### src/rtl/ahb_sd_dma_regs_pkg.sv
// Shared definitions for the AHB SD/DMA register block: register indices, bit positions, FSM states.
// Also holds the byte-lane helper functions used by the bus phase logic and the register file.
package ahb_sd_dma_regs_pkg;

  localparam int IDX_SD_RADDR  = 0;
  localparam int IDX_SEC_CNT   = 1;
  localparam int IDX_DMA_WADDR = 2;
  localparam int IDX_CTRL      = 3;
  localparam int IDX_STATUS    = 4;

  localparam int CTRL_START = 0;
  localparam int CTRL_IE    = 1;
  localparam int STAT_BUSY  = 0;
  localparam int STAT_DONE  = 1;
  localparam int STAT_ERR   = 2;

  localparam logic [1:0] HTRANS_NONSEQ = 2'b10;
  localparam logic [1:0] HTRANS_SEQ    = 2'b11;

  typedef enum logic [1:0] {
    ST_IDLE = 2'd0,
    ST_REQ  = 2'd1,
    ST_GAP  = 2'd2
  } sd_state_e;

  function automatic logic [3:0] lane_strb(input logic [2:0] size, input logic [1:0] a);
    logic [3:0] s;
    case (size)
      3'd0:    s = 4'b0001 << a;
      3'd1:    s = a[1] ? 4'b1100 : 4'b0011;
      default: s = 4'b1111;
    endcase
    return s;
  endfunction

  function automatic logic [31:0] merge_lanes(input logic [31:0] old_val, input logic [31:0] wdata,
                                              input logic [3:0] strb);
    logic [31:0] r;
    for (int i = 0; i < 4; i++)
      r[8*i +: 8] = strb[i] ? wdata[8*i +: 8] : old_val[8*i +: 8];
    return r;
  endfunction

endpackage

### src/rtl/ahb_lite_slv_phase.sv
// AHB-lite address-phase capture, byte-lane strobes and hreadyout generation.
// With AHB_SD_WAIT_EN defined every accepted transfer gets exactly one wait state.
module ahb_lite_slv_phase
  import ahb_sd_dma_regs_pkg::*;
#(
  parameter int ADDR_W = 8
) (
  input  logic              clk,
  input  logic              rst,
  input  logic              hsel,
  input  logic [31:0]       haddr,
  input  logic [1:0]        htrans,
  input  logic              hwrite,
  input  logic [2:0]        hsize,
  input  logic              hready,
  output logic              dp_active,
  output logic              dp_write,
  output logic [ADDR_W-3:0] dp_word,
  output logic [3:0]        dp_strb,
  output logic              hreadyout
);

  logic accept;
  logic act;
  logic wt;
  logic unused_bits;

  assign accept      = hsel & hready & ((htrans == HTRANS_NONSEQ) | (htrans == HTRANS_SEQ));
  assign unused_bits = &{1'b0, haddr[31:ADDR_W]};

  // act marks a data phase in progress; wt marks its leading wait cycle
  always_ff @(posedge clk) begin
    if (rst) begin
      act      <= 1'b0;
      wt       <= 1'b0;
      dp_write <= 1'b0;
      dp_word  <= '0;
      dp_strb  <= '0;
    end else begin
`ifdef AHB_SD_WAIT_EN
      if (act && wt) begin
        wt <= 1'b0;
      end else begin
        act <= accept;
        wt  <= accept;
      end
`else
      act <= accept;
      wt  <= 1'b0;
`endif
      if (accept && !(act && wt)) begin
        dp_write <= hwrite;
        dp_word  <= haddr[ADDR_W-1:2];
        dp_strb  <= lane_strb(hsize, haddr[1:0]);
      end
    end
  end

  assign dp_active = act & ~wt;
  assign hreadyout = ~(act & wt);

endmodule

### src/rtl/ahb_sd_dma_regs.sv
// AHB-lite register block for SD read requests and DMA destination, with done interrupt.
// Optional AHB_SD_WAIT_EN adds one wait state per transfer (handled in ahb_lite_slv_phase).
module ahb_sd_dma_regs
  import ahb_sd_dma_regs_pkg::*;
#(
  parameter int ADDR_W   = 8,
  parameter int SECCNT_W = 16
) (
  input  logic                clk,
  input  logic                rst,
  input  logic                hsel,
  input  logic [31:0]         haddr,
  input  logic [1:0]          htrans,
  input  logic                hwrite,
  input  logic [2:0]          hsize,
  input  logic [31:0]         hwdata,
  input  logic                hready,
  output logic [31:0]         hrdata,
  output logic                hreadyout,
  input  logic                sd_done,
  output logic [31:0]         sd_raddr,
  output logic [SECCNT_W-1:0] sd_sec_cnt,
  output logic [31:0]         dma_waddr,
  output logic                sd_read,
  output logic                irq
);

  logic              dp_active;
  logic              dp_write;
  logic [ADDR_W-3:0] dp_word;
  logic [3:0]        dp_strb;

  ahb_lite_slv_phase #(.ADDR_W(ADDR_W)) u_phase (
    .clk       (clk),
    .rst       (rst),
    .hsel      (hsel),
    .haddr     (haddr),
    .htrans    (htrans),
    .hwrite    (hwrite),
    .hsize     (hsize),
    .hready    (hready),
    .dp_active (dp_active),
    .dp_write  (dp_write),
    .dp_word   (dp_word),
    .dp_strb   (dp_strb),
    .hreadyout (hreadyout)
  );

  sd_state_e   state;
  sd_state_e   state_nxt;
  logic        ie;
  logic        done;
  logic        err;
  logic        wr, rd, busy;
  logic        sel_raddr, sel_seccnt, sel_waddr, sel_ctrl, sel_status;
  logic        start_req, cfg_wr, err_set, done_set, w1c;
  logic [31:0] sec_merge;
  logic        unused_bits;

  assign wr         = dp_active & dp_write;
  assign rd         = dp_active & ~dp_write;
  assign busy       = (state != ST_IDLE);
  assign sel_raddr  = (dp_word == (ADDR_W-2)'(IDX_SD_RADDR));
  assign sel_seccnt = (dp_word == (ADDR_W-2)'(IDX_SEC_CNT));
  assign sel_waddr  = (dp_word == (ADDR_W-2)'(IDX_DMA_WADDR));
  assign sel_ctrl   = (dp_word == (ADDR_W-2)'(IDX_CTRL));
  assign sel_status = (dp_word == (ADDR_W-2)'(IDX_STATUS));

  assign start_req  = wr & sel_ctrl & dp_strb[0] & hwdata[CTRL_START];
  assign cfg_wr     = wr & (sel_raddr | sel_seccnt | sel_waddr);
  assign err_set    = (start_req & (busy | (sd_sec_cnt == '0))) | (cfg_wr & busy);
  assign done_set   = (state == ST_REQ) & sd_done;
  assign w1c        = wr & sel_status & dp_strb[0];
  assign sec_merge  = merge_lanes(32'(sd_sec_cnt), hwdata, dp_strb);
  assign unused_bits = &{1'b0, sec_merge[31:SECCNT_W]};

  always_ff @(posedge clk) begin
    if (rst) state <= ST_IDLE;
    else     state <= state_nxt;
  end

  // GAP holds sd_read low for one cycle so every start produces a fresh rising edge
  always_comb begin
    state_nxt = state;
    case (state)
      ST_IDLE: if (start_req && (sd_sec_cnt != '0)) state_nxt = ST_REQ;
      ST_REQ:  if (sd_done) state_nxt = ST_GAP;
      ST_GAP:  state_nxt = ST_IDLE;
      default: state_nxt = ST_IDLE;
    endcase
  end

  always_ff @(posedge clk) begin
    if (rst) begin
      sd_raddr   <= '0;
      sd_sec_cnt <= '0;
      dma_waddr  <= '0;
      ie         <= 1'b0;
      done       <= 1'b0;
      err        <= 1'b0;
    end else begin
      if (cfg_wr && !busy) begin
        if (sel_raddr)  sd_raddr   <= merge_lanes(sd_raddr, hwdata, dp_strb);
        if (sel_seccnt) sd_sec_cnt <= sec_merge[SECCNT_W-1:0];
        if (sel_waddr)  dma_waddr  <= merge_lanes(dma_waddr, hwdata, dp_strb) & ~32'h3;
      end
      if (wr && sel_ctrl && dp_strb[0]) ie <= hwdata[CTRL_IE];
      // a completion arriving with the W1C keeps DONE set
      if (done_set)                         done <= 1'b1;
      else if (w1c && hwdata[STAT_DONE])    done <= 1'b0;
      if (err_set)                          err  <= 1'b1;
      else if (w1c && hwdata[STAT_ERR])     err  <= 1'b0;
    end
  end

  always_comb begin
    hrdata = '0;
    if (rd) begin
      if (sel_raddr)       hrdata = sd_raddr;
      else if (sel_seccnt) hrdata = 32'(sd_sec_cnt);
      else if (sel_waddr)  hrdata = dma_waddr;
      else if (sel_ctrl)   hrdata = {30'd0, ie, 1'b0};
      else if (sel_status) hrdata = {29'd0, err, done, busy};
    end
  end

  assign sd_read = (state == ST_REQ);
  assign irq     = done & ie;

endmodule
### config.mk
export PLATFORM = sky130hd
export DESIGN_NAME = ahb_sd_dma_regs
export DESIGN_NICKNAME = d
export VERILOG_FILES = /design/src/rtl/ahb_sd_dma_regs_pkg.sv /design/src/rtl/ahb_lite_slv_phase.sv /design/src/rtl/ahb_sd_dma_regs.sv
export SDC_FILE = /design/constraint.sdc
export NUM_CORES = 1
export LEC_CHECK = 0
export BUFFER_PORTS_ARGS = -buffer_cell sky130_fd_sc_hd__buf_2
export CAP_MARGIN = 10
export CORE_MARGIN = 3
export CORE_UTILIZATION = 43
export DETAILED_ROUTE_END_ITERATION = 8
export GPL_ROUTABILITY_DRIVEN = 0
export PLACE_DENSITY_LB_ADDON = 0.2
export SKIP_LAST_GASP = 1
export SYNTH_ARGS = -nofsm -noshare
export SYNTH_HDL_FRONTEND = slang
export SYNTH_SLANG_ARGS = --single-unit
### constraint.sdc
create_clock -name clk -period 1.9 [get_ports clk]
set_input_delay 0.475 -clock clk [delete_from_list [all_inputs] [get_ports clk]]
set_output_delay 0.475 -clock clk [all_outputs]
set_load 0.02 [all_outputs]
# Word-level counts from Yosys, hierarchy flattened
# Cells that the tools add are included.
[totals]
word_cells = 90
regBits = 95
rom_bits = 0
out_inout_bits = 115
in_bits = 75
n_memories = 0
latchBits = 0
ramBits = 0
[op_classes]
bitwise = 20
n_lt_le_gt_ge = 0
n_mux = 15
div_mod_pow = 0
n_eq_ne = 10
mul = 0
shifts = 1
addsub = 0
n_reduce_logical = 26
[ops]
columns = ["operator", "n"]
rows = [
  ["$mux 32", 4],
  ["$reduce_and 3->1", 10],
  ["$logic_not 16->1", 1],
  ["$reduce_bool 16->1", 1],
  ["$and 1x1->1", 14],
  ["$eq 6x2->1 const B", 2],
  ["$pmux 4 s2", 1],
  ["$eq 6x1->1 const B", 1],
  ["$eq 6x3->1 const B", 1],
  ["$logic_and 1x1->1", 6],
  ["$logic_not 6->1", 1],
  ["$mux 3", 2],
  ["$reduce_bool 2->1", 3],
  ["$or 1x1->1", 5],
  ["$eq 2x2->1 const B", 2],
  ["$mux 1", 4],
  ["$mux 2", 2],
  ["$mux 4", 1],
  ["$ne 2x2->1 const B", 2],
  ["$pmux 2 s2", 1],
  ["$shl 1x2->4 const A", 1],
  ["$eq 3x1->1 const B", 1],
  ["$logic_not 3->1", 1],
  ["$eq 2x1->1 const B", 1],
  ["other kinds (4)", 4],
]

# Logic depth before layout (Yosys ltp)
[depth]
depth_word = 7
ltp_mapped = 6
mapped_depth_nobuf = 4

# By module
# Synthesis repeated with hierarchy kept, for this count alone.
[hier_totals]
cells_unflattened = 506
area_unflattened_um2 = 4357.9
[by_module_without_submodules]
columns = ["module", "area_per_inst_um2", "instances", "cells_per_inst", "seq_area_each_um2"]
rows = [
  ["ahb_sd_dma_regs", 3861.2, 1, 452, 1661.6],
  ["ahb_lite_slv_phase", 496.7, 1, 54, 240.2],
]

# Worst setup path before layout
# Ideal clock, no wire load.
[synth_timing]
kind = "register to output"
start = "reg u_phase.dp_word[0]"
end = "out hrdata[10]"
path_stages_with_launch = 7
path_buffers = 2
arrival_ps = 1823
required_time_ps = 1425
path_slack_ps = -398
path_cell_list = "dfxtp_1 > buf_2 > nor2b_1 > nor3b_4 > buf_2 > a221oi_1 > nor3_1"
[synth_via]
elab_chain_len = 5
elab_cells_between_ends = 7
classes_between = "eq/ne (2); mux (4); reduce/logical (1)"
[synth_rtl]
columns = ["item", "line", "text"]
rows = [
  ["from (decl)", "ahb_lite_slv_phase.sv:18", "output logic [ADDR_W-3:0] dp_word,"],
  ["from (signal assigned)", "ahb_lite_slv_phase.sv:53", "dp_word <= haddr[ADDR_W-1:2];"],
  ["$eq 6x2->1", "ahb_sd_dma_regs.sv:65", "assign sel_waddr = (dp_word == (ADDR_W-2)'(IDX_DMA_WADDR));"],
  ["$mux 32", "ahb_sd_dma_regs.sv:121", "else if (sel_waddr) hrdata = dma_waddr;"],
  ["$mux 32", "ahb_sd_dma_regs.sv:120", "else if (sel_seccnt) hrdata = 32'(sd_sec_cnt);"],
  ["$mux 32 (*)", "ahb_sd_dma_regs.sv:119", "if (sel_raddr) hrdata = sd_raddr;"],
  ["$mux 32 (*)", "ahb_sd_dma_regs.sv:118", "if (rd) begin"],
  ["to (decl)", "ahb_sd_dma_regs.sv:18", "output logic [31:0] hrdata,"],
]
# Every way passes the cells marked *; elsewhere a longest branch is shown, timed or not.

# Final worst setup path
[layout_timing]
start = "reg u_phase.dp_word[2]"
end = "out hrdata[13]"
# The elaborated chain is that of the path after synthesis.

==> flow_summary_export.csv <==
group,metric,value,unit
timing,tightestPinTransition,0.559,ns
final_layout,nets,729,
yosys,syn_area,4320,um2
final_layout,fin_area,6160,um2
yosys,synthFlopType,"dfxtp_1",
die,die_y,106,um
final_layout,diodes,0,
yosys,postSynthCellCount,464,
timing,tns,-18.90,ns
die,num_rows,35,
timing,finalCritPeriodShare,135,%
grt,grt_overflow_total,0,
die,core,9500,um2
drt,dr.pass1.iters,4,
cts,hold_buffers,0,
drt,vias,4124,
hold_path,whs_path_depth,3,
timing,max_freq,391,MHz
yosys,yosysWarnings,0,
timing,finalSetupViolCount,32,
timing,rsz0062_at_grt,"yes",
cts,numCtsBuffers,9,
worst_setup_path,cp_slowest_cell,"or3_4",
timing,fin_ws,-0.657,ns
yosys,synth_edf_count,0,
yosys,yosysSeqAreaShare,44.0,%
die,die_w,106,um
die,start_util,45.5,%
drt,routedWlPerCell,16.3,um
yosys,ys_types,42,
timing,finalCriticalPeriod,2.56,ns
final_layout,stdcell_count,787,
die,io_pins,190,
cts,clock_latency,0.35,ns
grt,grt_pass1_wl,20200,um
yosys,async_flop_share,0,%
final_layout,area_delta_synth_final,42.6,%
grt,grt_max_degree,57,
grt,antenna_found_initial,0,
job,max_cap_viol_count,0,
cts,cts_root_buf,"clkbuf_8",
placement,dpl_cell_area,5620,um2
drt,postRouteAntennaNets,0,
drt,routed_via_density,5.24,
drt,drc_errors,0,
power_and_ir_drop,ir_worst_vdd,0.341,mV
timing,maxSlewViolCount,0,
timing,finalHoldViolCount,0,
yosys,synth-seq-cells,95,
cts,h-tree-depth,3,
drt,dr.first_iter.drc_count,179,
yosys,postSynthAreaPerCell,9.31,um2
worst_setup_path,crit_chain,"or3_4 -> buf_6 -> nor3b_4 -> buf_12 -> a221oi_1 -> nor3_2 -> buf_4",
cts,cts_tree,"done",
placement,hpwlAfterDp,9280,um
final_layout,drive_above_1_share,44.8,%
die,die_area,11300,um2
cts,clockBufferDepth,2,
worst_setup_path,critPathCaptureType,"primary output",
grt,grt_pass1_vias,4028,
timing,hold_slack,0.361,ns
worst_setup_path,arrival,2.08,ns
cts,clk_pin_slew,0.09,ns
power_and_ir_drop,p_leak,3.17,nW
timing,fin_skew,0.0132,ns
worst_setup_path,rr_worst_depth,7,
worst_setup_path,startpoint_type,"flop",
power_and_ir_drop,total_power,3.67,mW
timing,relSlewSlack,62.7,%
placement,dp_cells,758,
hold_path,min_path_type,"in -> reg",
worst_setup_path,path_max_fanout,15,
run_status,status,"complete, but fails checks",
final_layout,fillers,797,
grt,grt.total_usage,21.9,%
power_and_ir_drop,power.density,596,nW/um2
run_status,violations,"negative setup slack",
worst_setup_path,crit_path_max_incr_delay,0.41,ns
placement,portBuffers,161,
drt,routed_wl,12800,um
worst_setup_path,criticalPathCategory,"reg -> out",
cts,cts_sinks,95,
worst_setup_path,cp.required,1.42,ns
[synth_stat cells, types with 7 or more instances]
cell type,n,area (um2)
nor2_1,118,443
nand4_2,8,100
nand2_1,18,67.6
a22oi_2,10,125
buf_2,9,45.0
nor3_1,15,75.1
clkbuf_1,16,60.1
nor2b_1,9,56.3
a22oi_1,7,52.6
mux2i_1,79,791
a221oi_1,14,123
dfxtp_1,95,1900
a21oi_1,10,50.1
[critical path, delay by kind of cell, from the launching register on]
family,cells,cell delay (ns)
simple gates,3,0.82
buf+inv,3,0.50
compound gates,1,0.09
flops,1,0.33
[flip-flops by register name (all words and copies together) (netlist names), 2 cells and up]
register         count
sd_raddr            32
state                2
dma_waddr           30
sd_sec_cnt          16
u_phase.dp_word      6
u_phase.dp_strb      4
[layout make-up]
type                       count  area (um2)  share of cell area [%]
tap                          129         161                    2.62
timing repair buffer         210        1420                    23.0
clock buffer                  10         128                    2.07
sequential                    95        1900                    30.9
multi-input combinational    335        2500                    40.5
clock inverter                 5        42.5                   0.690
inverter                       3        11.3                   0.183
[per-stage QoR]
stage	worst slack (ns)	utilization [%]
finish	-0.657	64.9
CTS	-0.654	62.1
global placement	-0.272	59.2
floorplan	-0.145	-
detailed placement	-0.302	59.2
global route	-0.726	64.9
[logic make-up (layout without fill, tap and decap cells)]
| family | count (synthesis) | after routing | synth area share [%] |
|---|---|---|---|
| muxes | 79 | 79 | 18.3 |
| buffers and inverters | 35 | 228 | 3.91 |
| AOI/OAI and AO/OA | 56 | 56 | 10.8 |
| and+or+nand+nor | 197 | 197 | 22.8 |
| other | 2 | 3 | 0.174 |
| DFF | 95 | 95 | 44.0 |
[final timing paths]
kind                            to               start  slack [ns]
setup / recovery        hrdata[13]  u_phase.dp_word[2]       -0.66
hold / removal    u_phase.dp_write              hwrite        0.36
setup reg to reg                ie  u_phase.dp_word[2]           0
hold reg to reg   u_phase.dp_write    u_phase.dp_write        0.51
[what timing repair did]
action | CTS | global route
buffers inserted | 2 | 11
pin swaps | 3 | 17
resized for setup | 32 | 39
gates cloned | 1 | 0
setup endpoints to repair | 32 | 70
[cell usage in the layout, fill, tap and decap left out, drive strengths merged, types with 5 or more instances in the layout]
master	count
buf	210
nor2	118
dfxtp	95
mux2i	79
nor3	19
nand2	18
a22oi	17
a221oi	14
a21oi	10
clkbuf	10
nand4	10
nor2b	9
inv	6
o21ai	5
and3	5
[power by group]
group,total (mW),leakage [nW],switching [mW],internal (mW)
logic,0.455,2.32,0.270,0.185
clock network,1.21,0.0837,0.722,0.487
registers,2.01,0.767,0.00996,2.00
total,3.67,3.17,1.00,2.67
[routing by layer]
metal | GRT usage, % | part of all wire [%]
met3 | 3.95 | 6.4
met2 | 37.2 | 48
met5 | 0 | 0
met1 | 28.4 | 44
met4 | 6.48 | 1.5
(Power assumes the default switching activity.)
